### config.mk
export PLATFORM = sky130hd
export DESIGN_NAME = fc_seq_ctrl
export DESIGN_NICKNAME = d
export VERILOG_FILES = /design/src/rtl/fc_seq_ctrl.sv
export SDC_FILE = /design/constraint.sdc
export NUM_CORES = 2
export LEC_CHECK = 0
export BUFFER_PORTS_ARGS = -buffer_cell sky130_fd_sc_hd__buf_2
export CAP_MARGIN = 20
export CORE_AREA = 2 2 422 424
export DETAILED_ROUTE_END_ITERATION = 7
export DIE_AREA = 0 0 424 426
export SKIP_LAST_GASP = 1
export SYNTH_ARGS = -nofsm -noshare
export SYNTH_HDL_FRONTEND = slang
export SYNTH_SLANG_ARGS = --single-unit
### constraint.sdc
create_clock -name clk -period 111.8 [get_ports clk]
set_input_delay 22.36 -clock clk [delete_from_list [all_inputs] [get_ports clk]]
set_output_delay 22.36 -clock clk [all_outputs]
set_load 0.05 [all_outputs]
### src/rtl/fc_seq_ctrl.sv
// fc_seq_ctrl: loads one IN-element vector, then walks neuron_sel over OUT
//   constant-weight neurons, capturing and emitting each result in order.
// Latency: last input beat in cycle c -> first out_valid in cycle c+2+SETTLE;
//   results are spaced SETTLE+2 cycles apart while out_ready stays high.
// Backpressure: in_ready is high only in LOAD; out_ready low holds EMIT with
//   out_data/out_idx/out_last stable for as long as needed.
// Ports: clk/rst (async, active-high); in_valid/in_ready/in_data input stream;
//   x_vec buffered vector and neuron_sel drive the external datapath, which
//   returns neuron_z; out_valid/out_ready/out_data/out_idx/out_last result
//   stream; busy is high while evaluating or emitting.
module fc_seq_ctrl #(
  parameter int WIDTH  = 8,
  parameter int IN     = 128,
  parameter int OUT    = 10,
  parameter int SETTLE = 1,
  parameter int ZW     = WIDTH*2 + $clog2(IN),
  localparam int CW    = (IN  > 1) ? $clog2(IN)  : 1,
  localparam int SW    = (OUT > 1) ? $clog2(OUT) : 1
) (
  input  logic                clk,
  input  logic                rst,
  input  logic                in_valid,
  output logic                in_ready,
  input  logic [WIDTH-1:0]    in_data,
  output logic [IN*WIDTH-1:0] x_vec,
  output logic [SW-1:0]       neuron_sel,
  input  logic [ZW-1:0]       neuron_z,
  output logic                out_valid,
  input  logic                out_ready,
  output logic [ZW-1:0]       out_data,
  output logic [SW-1:0]       out_idx,
  output logic                out_last,
  output logic                busy
);

  localparam logic [1:0] S_LOAD = 2'd0;
  localparam logic [1:0] S_EVAL = 2'd1;
  localparam logic [1:0] S_EMIT = 2'd2;

  localparam logic [3:0] SETTLE_L = 4'(SETTLE);

  logic [1:0]          r_state;
  logic [CW-1:0]       r_cnt;
  logic [SW-1:0]       r_sel;
  logic [3:0]          r_wait;
  logic [IN*WIDTH-1:0] r_x;
  logic [ZW-1:0]       r_out_data;
  logic [SW-1:0]       r_out_idx;
  logic                r_out_last;

  logic w_cnt_last;
  logic w_sel_last;

  assign w_cnt_last = (r_cnt == CW'(IN - 1));
  assign w_sel_last = (r_sel == SW'(OUT - 1));

  always_ff @(posedge clk or posedge rst) begin
    if (rst) begin
      r_state    <= S_LOAD;
      r_cnt      <= '0;
      r_sel      <= '0;
      r_wait     <= '0;
      r_x        <= '0;
      r_out_data <= '0;
      r_out_idx  <= '0;
      r_out_last <= 1'b0;
    end else begin
      case (r_state)
        S_LOAD: begin
          if (in_valid) begin
            // Only the addressed slot is written; older slots keep their data.
            r_x[r_cnt*WIDTH +: WIDTH] <= in_data;
            if (w_cnt_last) begin
              r_cnt   <= '0;
              r_sel   <= '0;
              r_wait  <= SETTLE_L;
              r_state <= S_EVAL;
            end else begin
              r_cnt <= r_cnt + 1'b1;
            end
          end
        end
        S_EVAL: begin
          // The cycle that sees zero is itself a settle cycle, so EVAL spans
          // SETTLE+1 cycles before neuron_z is sampled.
          if (r_wait == 4'd0) begin
            r_out_data <= neuron_z;
            r_out_idx  <= r_sel;
            r_out_last <= w_sel_last;
            r_state    <= S_EMIT;
          end else begin
            r_wait <= r_wait - 1'b1;
          end
        end
        S_EMIT: begin
          if (out_ready) begin
            if (w_sel_last) begin
              r_sel   <= '0;
              r_state <= S_LOAD;
            end else begin
              r_sel   <= r_sel + 1'b1;
              r_wait  <= SETTLE_L;
              r_state <= S_EVAL;
            end
          end
        end
        default: r_state <= S_LOAD;
      endcase
    end
  end

  // Handshake outputs decode straight from state so reset clears them at once.
  assign in_ready   = (r_state == S_LOAD);
  assign out_valid  = (r_state == S_EMIT);
  assign busy       = (r_state != S_LOAD);
  assign x_vec      = r_x;
  assign neuron_sel = r_sel;
  assign out_data   = r_out_data;
  assign out_idx    = r_out_idx;
  assign out_last   = r_out_last;

endmodule

[After elaboration in Yosys (flattened, before gate mapping)]
Cells that the tools add are included.
Cells by class
  shift operators: 2
  equality and inequality tests: 10
  add/subtract/negate cells: 4
  mux-type cells: 19
  reduce and logical (&&, ||, !) cells: 10
Operators by type and width (count)
  1024-bit bitwise mux: 1
  8-bit by 34-bit variable shift with 1024-bit output, first input constant: 1
  8-bit by 34-bit indexed part select with 1024-bit output: 1
  4-bit 2-to-1 mux: 9
  10-bit negator with 34-bit output: 1
  4-bit one-hot mux with 3 select lines: 1
  2-bit 2-to-1 mux: 4
  2-bit != test, second input constant: 4
  4-bit one-hot mux with 2 select lines: 1
  4-bit AND reduction: 2
  7-bit by 1-bit adder with 7-bit output, second input constant: 1
  7-bit == test, second input constant: 1
  7-bit 2-to-1 mux: 1
  2-bit one-hot mux with 3 select lines: 1
  6-bit AND reduction: 1
  4-bit by 1-bit adder with 4-bit output, second input constant: 1
  4-bit == test, second input constant: 1
  4-bit zero test: 1
  2-bit by 1-bit != test with 1-bit output, second input constant: 2
  2-bit AND reduction: 2
  2-bit nonzero test: 2
  4-bit by 1-bit subtractor with 4-bit output, second input constant: 1
  3-bit nonzero test: 1
  2-bit by 1-bit == test with 1-bit output, second input constant: 1
  other kinds (3): 3
Storage, ports and cells
  flip-flop bits (word level): 1069
  bits of input ports: 35

[Logic depth before layout (Yosys ltp)]
  word-level depth: 4
  mapped depth: 16

[Worst setup path after synthesis]
OpenSTA, ideal clock, no wires.
  path kind: input to register
  from: input in_valid
  to: register r_x[520], in the netlist x_vec[520]
  path buffers: 2
  setup slack: 87.480 ns
  required time: 111.675 ns
  cell stages on the path: 7
  setup time: 0.125 ns
  data arrival time: 24.196 ns
  path through: or3b_2 nor2_1 nand3_2 buf_4 buf_6 nor3_4 mux2_2
Between the ends
  longest elaborated chain between the ends: 1
Ends and longest elaborated chain
  from (decl): RTL line 22  | input logic in_valid,
  2-bit AND reduction (no source line)
  to (signal, indexed assignment): RTL line 72  | r_x[r_cnt*WIDTH +: WIDTH] <= in_data;
  to (decl): RTL line 46  | logic [IN*WIDTH-1:0] r_x;
Every way passes these cells.
A chain may end at the register's enable or synchronous reset.

==> impl.org <==
** Worst setup path
- STA classifies the critical path startpoint as an input port.
- Cell Chain, Critical Path :: buf_2 > inv_8 > buf_4 > buf_4 > buf_4 > buf_4 > buf_4
- Largest stage delay on the critical path :: just under 0.8 ns
- For the worst setup path, the data arrival time is 26.80 ns.
- Critical path start-end classification :: in -> async
- CP endpoint kind :: async pin
- The slowest stage of the critical path is the sky130_fd_sc_hd__buf_4 cell.
- Maximum fanout encountered on the critical timing path :: 79
- Worst Path Required :: about 110 ns
- Counting stages on the worst path, the most repeated cell is sky130_fd_sc_hd__buf_4.

** Yosys
- Simple-gate portion of the synthesized area :: 0.0718
- Top-area cell type share of the netlist area :: 0.622
- Distinct cell type count after synthesis :: 64
- Main flop type after synthesis :: sky130_fd_sc_hd__dfrtp_1
- Of the total synthesized cell area, the portion taken by XOR and XNOR cells is 0.00201.
- Synthesized netlist cell count :: between 3,000 and 4,000
- The synthesized netlist occupies a cell area of around 43,000 µm².
- Flip-flop and latch count after synthesis :: about 1,100
- Of the total synthesized cell area, the portion taken by full adders, half adders and majority gates is 0.00204.
- Mux contribution to synthesized area :: 0.216
- Cells taking the most area after synthesis :: sky130_fd_sc_hd__dfrtp_1 62%, sky130_fd_sc_hd__mux2_2 21%, sky130_fd_sc_hd__o21ai_0 4.8%, sky130_fd_sc_hd__nor3_4 1.3%, sky130_fd_sc_hd__clkbuf_1 1.1%
- The Yosys step of the flow raised 0 warnings.
- Library cell occupying the most area in the post-synthesis netlist :: sky130_fd_sc_hd__dfrtp_1
- By area, the combinational part of the netlist is dominated by multiplexers.
- Library cell with the highest instance count after synthesis :: sky130_fd_sc_hd__dfrtp_1
- The complex-gate fraction of the synthesized area is 0.0629.
- Counting flops with an async set or reset pin after synthesis yields a share of 1.00.
- Sorting the synthesized cells by how often they occur yields 1,069 x sky130_fd_sc_hd__dfrtp_1, 800 x sky130_fd_sc_hd__mux2_2, 415 x sky130_fd_sc_hd__o21ai_0, 126 x sky130_fd_sc_hd__clkbuf_1, 115 x sky130_fd_sc_hd__nor2_1.
- Net Count, Synth :: 3,199
- Seq/Total Area, Yosys :: 0.622
- After synthesis, the mean cell area works out to between 10 and 15 µm².
- Count of flip-flops with a built-in enable after synthesis :: 0

** Timing
- Share of the clock period used by the worst path :: 0.233
- Setup repair after global routing left no endpoint under its margin.
- Highest achievable clock rate :: around 38 MHz
- The worst pin sits at a relative slew slack of 0.195.
- In the final timing run, aggregate negative setup slack is 0 ns.
- Final hold violations :: 0
- The count of final max-slew check failures is 0.
- Worst Max-Slew Pin Slew :: between 1 and 1.5 ns
- Setup Viol. Count Final :: 0
- Worst clock skew :: 0.0509 ns
- Minimum period implied by the final worst setup slack :: 26.00 ns
- Hold timing on the final database bottoms out at a slack of 0.474 ns.

** Run
- Max-Cap Viols :: 0

** Die
- From bottom edge to top edge, the die measures between 400 and 500 µm.
- 1,094 I/O pins were placed.
- Die area :: ~180,000 µm²
- Die Width :: 424 µm
- The initial utilization of the core area, before any placement, comes to 0.245.
- Placeable core region :: around 180,000 µm²
- After floorplanning, the core was divided into approximately 150 placement rows.

** Clocking
- The number of hold buffers added after CTS was 0.
- Clk buf depth :: 3
- Buffer count from post-CTS setup fixing :: 0
- CTS tree :: yes
- Cells resized by post-CTS repair :: 0
- After clock tree synthesis, the clock-pin slew on the worst setup and hold paths is roughly 0.060 ns.
- Clk Latency, worst-skew pair :: just under 0.8 ns
- H-tree levels :: 3
- TritonCTS created 118 clock buffers.
- Sinks on Clock Net :: roughly 1,100
- Clk Tree Root Cell :: sky130_fd_sc_hd__clkbuf_16

** Final layout
- In the final layout, the multi-input gates occupy between 15,000 and 20,000 µm².
- Synthesis-to-layout area growth :: 29.3%
- Area of all sequential standard cells :: roughly 27,000 µm²
- Final std cells w/o fill :: around 6,700
- Number of filler instances in the final layout :: about 18,000
- Net count of the finished layout :: 4,291
- Fraction of layout cells with a size suffix above 1 :: 0.529

** Drt
- Total Wirelength :: roughly 200 mm
- Number of nets with antenna violations after detailed routing :: 0
- DRC viols :: 0
- Via/cell ratio :: 4.85
- Via count :: roughly 33,000
- After the first detailed-routing iteration, the DRC count stood at around 2,800.
- In the final routed layout, each cell accounts on average for just under 30 µm.
- The pre-antenna-repair detailed-routing pass consisted of 8 iterations.

** GRT
- Wire length of the first global-routing pass :: between 200 and 300 mm
- Global Route Usage Sum :: 0.209
- Entering global routing, the biggest net connects around 200 pins.
- The initial antenna violation count is 15.
- Global routing finished with a remaining overflow of 0.
- Via count of the first global-routing pass :: roughly 32,000

** Pwr
- Power density relative to cell area :: 25.2 nW/µm²
- For this design the static power due to leakage is just under 0.03 µW.
- The worst-case IR drop observed on VDD is roughly 25 µV.

** Placed design
- The number of placed instances, taps included, is between 6,000 and 7,000.
- Buffers placed on the I/O ports in this run total approximately 1,100.
- Detailed placement finished with a half-perimeter wire length of about 150 mm.
- Global placer's final weighted congestion :: roughly 0.89

** Run status
- Outcome :: completed

** Min path
- Tightest Hold Check Type :: reg -> reg
## final cells by class
| cell class | count | area share |
|---|---|---|
| Multi-Input combinational cell | 1865 | 0.279 |
| Inverter | 23 | 0.00169 |
| Timing Repair Buffer | 1172 | 0.111 |
| Sequential cell | 1069 | 0.481 |
| Clock buffer | 168 | 0.0614 |
| Tap cell | 2340 | 0.0527 |
| Antenna cell | 15 | 0.000675 |
| Clock inverter | 52 | 0.0125 |
## stage by stage
stage | setup slack (ns) | utilization | power [µW] | cell area (µm²)
floorplan | 59.35 | - | 794 | 43000
global placement | 84.88 | 0.292 | 988 | 51300
detailed placement | 84.81 | 0.292 | 995 | 51400
CTS | 85.69 | 0.316 | 1410 | 55500
global route | 85.16 | 0.316 | 1450 | 55600
finish | 85.80 | 0.316 | 1400 | 55600
## kinds of logic (layout without fill, tap and decap cells)
kind of cell             count (synthesis)  in the layout
AO/OA/AOI/OAI                          494            494
XOR/XNOR                                 9              9
adder cells (fa/ha/maj)                  7              7
buffers and inverters                  223           1415
flip-flops                            1069           1069
multiplexers                           823            823
other                                    0             15
AND/OR/NAND/NOR                        532            532
## power by group
| part | leakage (µW) | total, µW | internal [µW] | switching, µW |
|---|---|---|---|---|
| sequential | 0.0147 | 466 | 434 | 32.2 |
| clock | 0.00201 | 413 | 241 | 172 |
| combinational | 0.0125 | 521 | 105 | 416 |
## worst paths after layout
check | start | slack, ns | depth (start not counted) | to
max | rst | 85.80 | 7 | x_vec[891]$_DFFE_PP0P_
min | x_vec[328]$_DFFE_PP0P_ | 0.47 | 2 | x_vec[328]$_DFFE_PP0P_
max reg2reg | r_cnt[0]$_DFFE_PP0P_ | 106.28 | 9 | x_vec[410]$_DFFE_PP0P_
min reg2reg | x_vec[328]$_DFFE_PP0P_ | 0.47 | 2 | x_vec[328]$_DFFE_PP0P_
max in group clk | in_valid | 86.80 | 7 | x_vec[638]$_DFFE_PP0P_
min in group asynchronous | rst | 21.66 | 2 | x_vec[375]$_DFFE_PP0P_
## sequential cells by signal, indices dropped and copies added, names as in the netlist
| signal | flops |
|---|---|
| out_data | 23 |
| r_wait | 4 |
| out_last | 1 |
| neuron_sel | 4 |
| out_idx | 4 |
| r_cnt | 7 |
| x_vec | 1024 |
| r_state | 2 |
## cells in the final DEF, fill, tap and decap left out, types with 5 or more instances in the layout
cell type	count
sky130_fd_sc_hd__mux2i_1	10
sky130_fd_sc_hd__buf_2	1093
sky130_fd_sc_hd__inv_1	21
sky130_fd_sc_hd__and2_0	6
sky130_fd_sc_hd__mux2_4	11
sky130_fd_sc_hd__o31ai_1	32
sky130_fd_sc_hd__nand4_1	5
sky130_fd_sc_hd__xnor2_1	5
sky130_fd_sc_hd__o22ai_1	5
sky130_fd_sc_hd__clkbuf_8	25
sky130_fd_sc_hd__inv_8	5
sky130_fd_sc_hd__o211ai_1	7
sky130_fd_sc_hd__nand2_1	110
sky130_fd_sc_hd__nor3_1	61
sky130_fd_sc_hd__nand3_1	66
sky130_fd_sc_hd__clkinv_4	5
sky130_fd_sc_hd__mux2_2	800
sky130_fd_sc_hd__nor2_1	111
sky130_fd_sc_hd__and2_1	10
sky130_fd_sc_hd__clkinvlp_4	5
sky130_fd_sc_hd__clkinv_2	20
sky130_fd_sc_hd__diode_2	15
sky130_fd_sc_hd__nor3_4	35
sky130_fd_sc_hd__o21ai_0	413
sky130_fd_sc_hd__ha_1	7
sky130_fd_sc_hd__or2_2	16
sky130_fd_sc_hd__buf_4	70
sky130_fd_sc_hd__dfrtp_1	1069
sky130_fd_sc_hd__clkbuf_16	119
sky130_fd_sc_hd__nand2b_1	8
sky130_fd_sc_hd__buf_12	5
sky130_fd_sc_hd__o2111ai_1	5
sky130_fd_sc_hd__nor3_2	15
sky130_fd_sc_hd__or3_1	34
sky130_fd_sc_hd__nand3_2	16
sky130_fd_sc_hd__and3_1	12
sky130_fd_sc_hd__bufinv_16	12
sky130_fd_sc_hd__clkbuf_1	24
## per-layer routing
layer	vias up	routed length (µm)	global-route usage
li1	13490	-	-
met3	346	16100	0.0554
met5	-	29	0
met2	1502	90300	0.328
met4	4	10200	0.104
met1	17158	79000	0.266
## critical path, delay by kind of cell
| kind | cells | cell delay (ns) |
|---|---|---|
| buffers and inverters | 7 | 4.16 |
Note: power is estimated with default switching activity, not from simulation.
